<file path="src/rtl/mips_pkg.sv">
// Shared encodings for the multicycle MIPS controller: FSM states, opcodes,
// datapath select values and the bundled control-word type.
package mips_pkg;

    typedef enum logic [3:0] {
        S_FETCH    = 4'd0,
        S_DECODE   = 4'd1,
        S_MEM_ADDR = 4'd2,
        S_MEM_RD   = 4'd3,
        S_MEM_WB   = 4'd4,
        S_MEM_WR   = 4'd5,
        S_R_EXEC   = 4'd6,
        S_R_WB     = 4'd7,
        S_BEQ      = 4'd8,
        S_JUMP     = 4'd9,
        S_JAL      = 4'd10,
        S_I_EXEC   = 4'd11,
        S_I_WB     = 4'd12,
        S_ERROR    = 4'd13
    } state_e;

    localparam logic [5:0] OP_RTYPE = 6'b000000;
    localparam logic [5:0] OP_J     = 6'b000010;
    localparam logic [5:0] OP_JAL   = 6'b000011;
    localparam logic [5:0] OP_BEQ   = 6'b000100;
    localparam logic [5:0] OP_ADDI  = 6'b001000;
    localparam logic [5:0] OP_SLTI  = 6'b001010;
    localparam logic [5:0] OP_ANDI  = 6'b001100;
    localparam logic [5:0] OP_ORI   = 6'b001101;
    localparam logic [5:0] OP_LW    = 6'b100011;
    localparam logic [5:0] OP_SW    = 6'b101011;

    localparam logic [1:0] ALU_ADD   = 2'b00;
    localparam logic [1:0] ALU_SUB   = 2'b01;
    localparam logic [1:0] ALU_FUNCT = 2'b10;
    localparam logic [1:0] ALU_IMM   = 2'b11;

    localparam logic [1:0] SRCB_B       = 2'b00;
    localparam logic [1:0] SRCB_FOUR    = 2'b01;
    localparam logic [1:0] SRCB_IMM     = 2'b10;
    localparam logic [1:0] SRCB_IMM_SL2 = 2'b11;

    localparam logic [1:0] PCSRC_ALU    = 2'b00;
    localparam logic [1:0] PCSRC_ALUOUT = 2'b01;
    localparam logic [1:0] PCSRC_JUMP   = 2'b10;

    localparam logic [1:0] DST_RT  = 2'b00;
    localparam logic [1:0] DST_RD  = 2'b01;
    localparam logic [1:0] DST_R31 = 2'b10;

    localparam logic [1:0] WD_ALUOUT = 2'b00;
    localparam logic [1:0] WD_MDR    = 2'b01;
    localparam logic [1:0] WD_PC     = 2'b10;

    localparam logic [1:0] ERR_NONE    = 2'b00;
    localparam logic [1:0] ERR_TIMEOUT = 2'b01;
    localparam logic [1:0] ERR_ILLEGAL = 2'b10;

    typedef struct packed {
        logic [1:0] alu_op;
        logic [1:0] alu_src_b;
        logic [1:0] pc_source;
        logic [1:0] wreg_dst;
        logic [1:0] wreg_data_sel;
        logic       mem_read;
        logic       mem_write;
        logic       i_or_d;
        logic       reg_write;
        logic       ir_write;
        logic       pc_write;
        logic       pc_write_cond;
        logic       alu_src_a;
        logic       imm_com;
    } ctrl_t;

    // States in which the controller stalls on mem_ready.
    function automatic logic is_wait_state(input state_e s);
        return (s == S_FETCH) || (s == S_MEM_RD) || (s == S_MEM_WR);
    endfunction

endpackage

</file>
<file path="src/rtl/mips_ctrl_ws_if.sv">
// Controller <-> datapath/memory bundle; master is the controller side.
interface mips_ctrl_ws_if #(
    parameter int CNT_W = 32
) ();

    logic [5:0]       opcode;
    logic             mem_ready;
    logic [1:0]       alu_op;
    logic [1:0]       alu_src_b;
    logic [1:0]       pc_source;
    logic [1:0]       wreg_dst;
    logic [1:0]       wreg_data_sel;
    logic             mem_read;
    logic             mem_write;
    logic             i_or_d;
    logic             reg_write;
    logic             ir_write;
    logic             pc_write;
    logic             pc_write_cond;
    logic             alu_src_a;
    logic             imm_com;
    logic [3:0]       state;
    logic [1:0]       error_code;
    logic [CNT_W-1:0] instr_count;

    modport master (
        input  opcode, mem_ready,
        output alu_op, alu_src_b, pc_source, wreg_dst, wreg_data_sel,
               mem_read, mem_write, i_or_d, reg_write, ir_write, pc_write,
               pc_write_cond, alu_src_a, imm_com, state, error_code, instr_count
    );

    modport slave (
        output opcode, mem_ready,
        input  alu_op, alu_src_b, pc_source, wreg_dst, wreg_data_sel,
               mem_read, mem_write, i_or_d, reg_write, ir_write, pc_write,
               pc_write_cond, alu_src_a, imm_com, state, error_code, instr_count
    );

endinterface

</file>
<file path="src/rtl/mips_wait_timer.sv">
// Counts consecutive stalled cycles in a memory state; flags the cycle on
// which a TIMEOUT-th stalled cycle is being completed.
module mips_wait_timer #(
    parameter int TIMEOUT = 16
) (
    input  logic clk,
    input  logic rst,
    input  logic waiting,
    output logic expired
);

    localparam int CW = (TIMEOUT > 1) ? $clog2(TIMEOUT) : 1;

    logic [CW-1:0] count_q;
    logic [CW-1:0] count_d;

    assign expired = waiting && (count_q == CW'(TIMEOUT - 1));

    // Any non-stalled cycle clears the count, so entry to a wait state starts at zero.
    always_comb begin
        count_d = '0;
        if (waiting && !expired) begin
            count_d = count_q + CW'(1);
        end
    end

    // NOTE: sequential state uses non-blocking assignments so every flop samples pre-edge values.
    always_ff @(posedge clk) begin
        if (rst) begin
            count_q <= '0;
        end else begin
            count_q <= count_d;
        end
    end

endmodule

</file>
<file path="src/rtl/mips_ctrl_ws.sv">
// Multicycle MIPS control FSM with memory wait states, timeout detection,
// sticky error reporting and a retired-instruction counter.
module mips_ctrl_ws
    import mips_pkg::*;
#(
    parameter int TIMEOUT = 16,
    parameter int CNT_W   = 32,
    parameter int HAS_JAL = 1
) (
    input logic          clk,
    input logic          rst,
    mips_ctrl_ws_if.master bus
);

    state_e           state_q, state_d;
    logic [1:0]       err_q, err_d;
    logic [CNT_W-1:0] cnt_q, cnt_d;
    ctrl_t            ctrl;
    logic             waiting;
    logic             expired;

    assign waiting = is_wait_state(state_q) && !bus.mem_ready;

    mips_wait_timer #(.TIMEOUT(TIMEOUT)) u_wait_timer (
        .clk     (clk),
        .rst     (rst),
        .waiting (waiting),
        .expired (expired)
    );

    // NOTE: every signal written here gets a default first so no latch is inferred.
    always_comb begin
        state_d = state_q;
        err_d   = err_q;
        ctrl    = '0;
        case (state_q)
            S_FETCH: begin
                ctrl.mem_read  = 1'b1;
                ctrl.alu_src_b = SRCB_FOUR;
                ctrl.ir_write  = bus.mem_ready;
                ctrl.pc_write  = bus.mem_ready;
                if (bus.mem_ready) begin
                    state_d = S_DECODE;
                end else if (expired) begin
                    state_d = S_ERROR;
                    err_d   = ERR_TIMEOUT;
                end
            end
            S_DECODE: begin
                ctrl.alu_src_b = SRCB_IMM_SL2;
                case (bus.opcode)
                    OP_LW, OP_SW:                     state_d = S_MEM_ADDR;
                    OP_RTYPE:                         state_d = S_R_EXEC;
                    OP_BEQ:                           state_d = S_BEQ;
                    OP_J:                             state_d = S_JUMP;
                    OP_ADDI, OP_ANDI, OP_ORI, OP_SLTI: state_d = S_I_EXEC;
                    OP_JAL: begin
                        if (HAS_JAL != 0) begin
                            state_d = S_JAL;
                        end else begin
                            state_d = S_ERROR;
                            err_d   = ERR_ILLEGAL;
                        end
                    end
                    default: begin
                        state_d = S_ERROR;
                        err_d   = ERR_ILLEGAL;
                    end
                endcase
            end
            S_MEM_ADDR: begin
                ctrl.alu_src_a = 1'b1;
                ctrl.alu_src_b = SRCB_IMM;
                state_d        = (bus.opcode == OP_LW) ? S_MEM_RD : S_MEM_WR;
            end
            S_MEM_RD: begin
                ctrl.mem_read = 1'b1;
                ctrl.i_or_d   = 1'b1;
                if (bus.mem_ready) begin
                    state_d = S_MEM_WB;
                end else if (expired) begin
                    state_d = S_ERROR;
                    err_d   = ERR_TIMEOUT;
                end
            end
            S_MEM_WB: begin
                ctrl.reg_write     = 1'b1;
                ctrl.wreg_dst      = DST_RT;
                ctrl.wreg_data_sel = WD_MDR;
                state_d            = S_FETCH;
            end
            S_MEM_WR: begin
                ctrl.mem_write = 1'b1;
                ctrl.i_or_d    = 1'b1;
                if (bus.mem_ready) begin
                    state_d = S_FETCH;
                end else if (expired) begin
                    state_d = S_ERROR;
                    err_d   = ERR_TIMEOUT;
                end
            end
            S_R_EXEC: begin
                ctrl.alu_src_a = 1'b1;
                ctrl.alu_src_b = SRCB_B;
                ctrl.alu_op    = ALU_FUNCT;
                state_d        = S_R_WB;
            end
            S_R_WB: begin
                ctrl.reg_write     = 1'b1;
                ctrl.wreg_dst      = DST_RD;
                ctrl.wreg_data_sel = WD_ALUOUT;
                state_d            = S_FETCH;
            end
            S_BEQ: begin
                ctrl.alu_src_a     = 1'b1;
                ctrl.alu_src_b     = SRCB_B;
                ctrl.alu_op        = ALU_SUB;
                ctrl.pc_write_cond = 1'b1;
                ctrl.pc_source     = PCSRC_ALUOUT;
                state_d            = S_FETCH;
            end
            S_JUMP: begin
                ctrl.pc_write  = 1'b1;
                ctrl.pc_source = PCSRC_JUMP;
                state_d        = S_FETCH;
            end
            S_JAL: begin
                ctrl.pc_write      = 1'b1;
                ctrl.pc_source     = PCSRC_JUMP;
                ctrl.reg_write     = 1'b1;
                ctrl.wreg_dst      = DST_R31;
                ctrl.wreg_data_sel = WD_PC;
                state_d            = S_FETCH;
            end
            S_I_EXEC: begin
                ctrl.alu_src_a = 1'b1;
                ctrl.alu_src_b = SRCB_IMM;
                ctrl.alu_op    = ALU_IMM;
                ctrl.imm_com   = (bus.opcode == OP_ANDI) || (bus.opcode == OP_ORI);
                state_d        = S_I_WB;
            end
            S_I_WB: begin
                ctrl.reg_write     = 1'b1;
                ctrl.wreg_dst      = DST_RT;
                ctrl.wreg_data_sel = WD_ALUOUT;
                state_d            = S_FETCH;
            end
            S_ERROR: state_d = S_ERROR;
            default: state_d = S_ERROR;
        endcase
    end

    // An instruction retires when control returns to FETCH from a real instruction state.
    always_comb begin
        cnt_d = cnt_q;
        if (state_d == S_FETCH && state_q != S_FETCH && state_q != S_ERROR) begin
            cnt_d = cnt_q + CNT_W'(1);
        end
    end

    always_ff @(posedge clk) begin
        if (rst) begin
            state_q <= S_FETCH;
            err_q   <= ERR_NONE;
            cnt_q   <= '0;
        end else begin
            state_q <= state_d;
            err_q   <= err_d;
            cnt_q   <= cnt_d;
        end
    end

    assign bus.alu_op        = ctrl.alu_op;
    assign bus.alu_src_b     = ctrl.alu_src_b;
    assign bus.pc_source     = ctrl.pc_source;
    assign bus.wreg_dst      = ctrl.wreg_dst;
    assign bus.wreg_data_sel = ctrl.wreg_data_sel;
    assign bus.mem_read      = ctrl.mem_read;
    assign bus.mem_write     = ctrl.mem_write;
    assign bus.i_or_d        = ctrl.i_or_d;
    assign bus.reg_write     = ctrl.reg_write;
    assign bus.ir_write      = ctrl.ir_write;
    assign bus.pc_write      = ctrl.pc_write;
    assign bus.pc_write_cond = ctrl.pc_write_cond;
    assign bus.alu_src_a     = ctrl.alu_src_a;
    assign bus.imm_com       = ctrl.imm_com;
    assign bus.state         = state_q;
    assign bus.error_code    = err_q;
    assign bus.instr_count   = cnt_q;

endmodule

</file>
<file path="src/flat_wrapper.sv">
// flat-port wrapper written by rule: the top's interface ports become plain ports
module mips_ctrl_ws_flat import mips_pkg::*;
#(
    parameter int TIMEOUT = 16,
    parameter int CNT_W   = 32,
    parameter int HAS_JAL = 1
)
  (clk, rst, bus_opcode, bus_mem_ready, bus_alu_op, bus_alu_src_b, bus_pc_source, bus_wreg_dst, bus_wreg_data_sel, bus_mem_read, bus_mem_write, bus_i_or_d, bus_reg_write, bus_ir_write, bus_pc_write, bus_pc_write_cond, bus_alu_src_a, bus_imm_com, bus_state, bus_error_code, bus_instr_count);
  mips_ctrl_ws_if #(.CNT_W(CNT_W)) bus_i ();
  input logic clk;
  input logic rst;
  input wire logic [$bits(bus_i.opcode)-1:0] bus_opcode;
  input wire logic [$bits(bus_i.mem_ready)-1:0] bus_mem_ready;
  output wire logic [$bits(bus_i.alu_op)-1:0] bus_alu_op;
  output wire logic [$bits(bus_i.alu_src_b)-1:0] bus_alu_src_b;
  output wire logic [$bits(bus_i.pc_source)-1:0] bus_pc_source;
  output wire logic [$bits(bus_i.wreg_dst)-1:0] bus_wreg_dst;
  output wire logic [$bits(bus_i.wreg_data_sel)-1:0] bus_wreg_data_sel;
  output wire logic [$bits(bus_i.mem_read)-1:0] bus_mem_read;
  output wire logic [$bits(bus_i.mem_write)-1:0] bus_mem_write;
  output wire logic [$bits(bus_i.i_or_d)-1:0] bus_i_or_d;
  output wire logic [$bits(bus_i.reg_write)-1:0] bus_reg_write;
  output wire logic [$bits(bus_i.ir_write)-1:0] bus_ir_write;
  output wire logic [$bits(bus_i.pc_write)-1:0] bus_pc_write;
  output wire logic [$bits(bus_i.pc_write_cond)-1:0] bus_pc_write_cond;
  output wire logic [$bits(bus_i.alu_src_a)-1:0] bus_alu_src_a;
  output wire logic [$bits(bus_i.imm_com)-1:0] bus_imm_com;
  output wire logic [$bits(bus_i.state)-1:0] bus_state;
  output wire logic [$bits(bus_i.error_code)-1:0] bus_error_code;
  output wire logic [$bits(bus_i.instr_count)-1:0] bus_instr_count;
  assign bus_i.opcode = bus_opcode;
  assign bus_i.mem_ready = bus_mem_ready;
  assign bus_alu_op = bus_i.alu_op;
  assign bus_alu_src_b = bus_i.alu_src_b;
  assign bus_pc_source = bus_i.pc_source;
  assign bus_wreg_dst = bus_i.wreg_dst;
  assign bus_wreg_data_sel = bus_i.wreg_data_sel;
  assign bus_mem_read = bus_i.mem_read;
  assign bus_mem_write = bus_i.mem_write;
  assign bus_i_or_d = bus_i.i_or_d;
  assign bus_reg_write = bus_i.reg_write;
  assign bus_ir_write = bus_i.ir_write;
  assign bus_pc_write = bus_i.pc_write;
  assign bus_pc_write_cond = bus_i.pc_write_cond;
  assign bus_alu_src_a = bus_i.alu_src_a;
  assign bus_imm_com = bus_i.imm_com;
  assign bus_state = bus_i.state;
  assign bus_error_code = bus_i.error_code;
  assign bus_instr_count = bus_i.instr_count;
  mips_ctrl_ws #(.TIMEOUT(TIMEOUT), .CNT_W(CNT_W), .HAS_JAL(HAS_JAL)) u_core (.clk(clk), .rst(rst), .bus(bus_i));
endmodule
</file>
<file path="config.mk">
export PLATFORM = sky130hd
export DESIGN_NAME = mips_ctrl_ws_flat
export DESIGN_NICKNAME = d
export VERILOG_FILES = /design/src/rtl/mips_pkg.sv /design/src/rtl/mips_ctrl_ws_if.sv /design/src/rtl/mips_wait_timer.sv /design/src/rtl/mips_ctrl_ws.sv /design/src/flat_wrapper.sv
export SDC_FILE = /design/constraint.sdc
export NUM_CORES = 1
export LEC_CHECK = 0
export CELL_PAD_IN_SITES_DETAIL_PLACEMENT = 1
export CELL_PAD_IN_SITES_GLOBAL_PLACEMENT = 2
export CORE_ASPECT_RATIO = 0.75
export CORE_MARGIN = 2
export CORE_UTILIZATION = 26
export CTS_BUF_LIST = sky130_fd_sc_hd__clkbuf_16
export CTS_CLUSTER_DIAMETER = 40
export DETAILED_ROUTE_END_ITERATION = 6
export HOLD_SLACK_MARGIN = 0.03
export PLACE_DENSITY = 0.84
export SETUP_SLACK_MARGIN = 0.02
export SYNTH_ARGS = -nofsm -noshare
export SYNTH_HDL_FRONTEND = slang
export SYNTH_SLANG_ARGS = --single-unit
</file>
<file path="constraint.sdc">
create_clock -name clk -period 3.04 [get_ports clk]
set_clock_uncertainty 0.1 [all_clocks]
set_input_delay 0.912 -clock clk [delete_from_list [all_inputs] [get_ports clk]]
set_output_delay 0.912 -clock clk [all_outputs]
set_load 0.01 [all_outputs]
</file>
==> flow_summary.ini <==
[setup_path]
cp_slowest_cell = or4b_4
worstPathCellList = buf_8 -> or3_4 -> a21o_1 -> a31oi_4 -> or4b_4 -> buf_6 -> buf_12 -> nor4_4 -> mux2_4
r2r-end = u_core.bus.instr_count[21]
cp-endpoint = u_core.bus.instr_count[21]
path_delay_family = simple AND/OR/NAND/NOR gates
crit_arrival_ns = 3.17
worst-path-buf-inv = 3
r2r_cells = 8
crit_start = bus_opcode[5]
worstPathMaxFanout = 6
cp-end-kind = flip-flop
cp.depth = 9
max_stage_delay_ns = 0.54
r2r_setup_slack_ns = 0.27
rr_startpoint = u_core.bus.state[2]
timing_worst_setup_path_type = in2reg
cp-start-kind = input pin
critPathRequiredTime_ns = 3.13

[logic_synthesis]
synth.largest_area_cell = dfxtp_1
synth_commonest_cells = nor2_1, dfxtp_1, a21oi_1
syn_avg_cell_area_sq_um = 7.77
synth_cell_types = 57
async_flop_share = 0
synth_flop_cell = dfxtp_1
yosysMostFrequentCell = nor2_1
ys_warn_count = 0
synth_fp_nets = 372
netlist_instances = 361
synth_area_leaders = dfxtp_1, nor2_1, mux2_2, nor2b_1, a21oi_1
synth_top_area_share = 0.300
synth_edf_count = 0
ys_seq_area_frac = 0.300
syn-cell-area_sq_um = 2810
synth-seq-cells = 42

[status]
violations = setup timing
outcome = finished, violations left

[sta]
whs_ns = 0.374
rsz0062_at_grt = yes
tightest_slew_ns = 0.631
fmax_ghz = 0.324
fin_crit_sh = 1.01
post-route-min-period_ns = 3.08
finalMaxSlewViolations = 0
setup_viol = 2
final.setup.tns_ns = -0.0537
max-slew-margin-rel = 0.580
setup_slack_ns = -0.0448
hold_violations = 0

[route]
drtIter0Drc = 138
drtPass1Iterations = 4
ant_nets = 0
wirelength_microns = 11100
post_drt_via_cell_ratio = 5.27
drc = 0
vias = 3212
wl_per_cell_microns = 18.2

[clock_network]
cts_buffer_depth = 2
cts.sinks = 42
root_buffer = clkbuf_16
cts_htree_levels = 2
cts_tree = done
cts_buffers = 5
clk-insertion-delay-late_ns = 0.30
clkTransAtPathRegs_ns = 0.06

[cells_and_area]
fin_cells = 609
fin_nets = 483
drive_gt1_frac = 0.328
area_growth_syn_to_layout_pct = 67.0
diodes = 0

[placed_design]
place.port_buffers = 65
dp.cells = 582
detailed_place_hpwl_microns = 7130
gp_congestion = 0.827

[die]
initial_core_util = 0.269
io_pins = 66
die_x_microns = 124
die_y_microns = 94.0
rows = 32
die-area_sq_um = 11600
core-area_sq_um = 10400

[hold_path]
hold_class = reg2reg

[grt]
grt_overflow = 0
grt_pass1_vias = 3295
antenna_found_initial = 0
grt_pass1_wl_microns = 17300
grtUsageTotal = 0.191
grt_start_max_net_pins = 56

[power]
power_density_nw_per_um2 = 564
vdd_drop_max_mv = 0.271
p_leak_nw = 1.71

[run]
cap_violations = 0
[layer usage]
| metal | vias to the layer above | wire length [microns] | share of wire | GRT usage |
|---|---|---|---|---|
| met2 | 55 | 4860 | 0.44 | 0.286 |
| met1 | 1588 | 5650 | 0.51 | 0.277 |
| met3 | 13 | 425 | 0.038 | 0.0407 |
| met5 | - | 0 | 0 | 0 |
| met4 | 0 | 147 | 0.013 | 0.0478 |
| li1 | 1556 | - | - | - |
[power breakdown]
part | leakage (nW) | switching [mW] | internal, mW | total [mW]
clock | 0.0940 | 0.247 | 0.472 | 0.719
sequential | 0.341 | 0.0497 | 0.572 | 0.622
combinational | 1.28 | 0.642 | 0.659 | 1.30
[per-stage QoR]
stage | power [mW] | worst slack, ns | utilization | area, sq um
6_report | 2.64 | -0.0448 | 0.450 | 4680
5_1_grt | 2.77 | -0.0930 | 0.450 | 4680
4_1_cts | 2.58 | -0.0246 | 0.430 | 4470
3_5_place_dp | 1.46 | -0.713 | 0.376 | 3920
3_3_place_gp | 1.44 | -0.687 | 0.376 | 3920
2_1_floorplan | 1.06 | -0.0121 | - | 2850
[layout by cell type, fill, tap and decap left out, drive strengths merged, types with 7 or more instances in the layout]
cell,count
nand4,9
buf,72
clkdlybuf4s50,54
o21ai,8
nor4,9
nor2b,18
o31ai,14
nand3,17
clkbuf,8
or4,12
mux2,16
and3,9
dfxtp,42
a21oi,22
nor2,44
nor3,19
nand2,17
or3,7
nand2b,9
[worst min path at each step]
stage	from	to	cells past startpoint
3_3_place_gp	u_core.u_wait_timer.count_q[0]	u_core.u_wait_timer.count_q[0]	1
2_1_floorplan	u_core.u_wait_timer.count_q[0]	u_core.u_wait_timer.count_q[0]	1
5_1_grt	u_core.u_wait_timer.count_q[0]	u_core.u_wait_timer.count_q[0]	1
6_report	u_core.u_wait_timer.count_q[0]	u_core.u_wait_timer.count_q[0]	1
3_5_place_dp	u_core.u_wait_timer.count_q[0]	u_core.u_wait_timer.count_q[0]	1
4_1_cts	u_core.u_wait_timer.count_q[0]	u_core.u_wait_timer.count_q[0]	1
[cell families after synthesis]
family	count (synthesis)	share of synthesized area
buffers and inverters	35	0.0557
DFF	42	0.300
muxes	17	0.0678
and+or+nand+nor	198	0.403
AOI/OAI and AO/OA	64	0.155
adders and majority gates	2	0.00892
xor gates and xnor gates	3	0.00937
[timing repair]
item / CTS / global route
hold buffers: 0 / 0
endpoints found under the hold margin: 0 / 0
setup buffers: 14 / 3
gates resized for setup: 76 / 47
pin swaps: 21 / 20
endpoints found under the setup margin: 47 / 32
gates cloned: 3 / 2
[sequential cells by signal, summed over array words and instances (netlist names)]
register	cells
u_core.bus.error_code	2
u_core.u_wait_timer.count_q	4
u_core.bus.state	4
u_core.bus.instr_count	32
[cell type report]
type	instances	area, sq um
inverters	6	22.5
repair buffers	133	1300
fillers	1221	5730
multi-input cells	284	2150
well taps	136	170
flip-flops and latches	42	851
clock inverters	3	68.8
clock buffers	5	125
(Power assumes the default switching activity.)
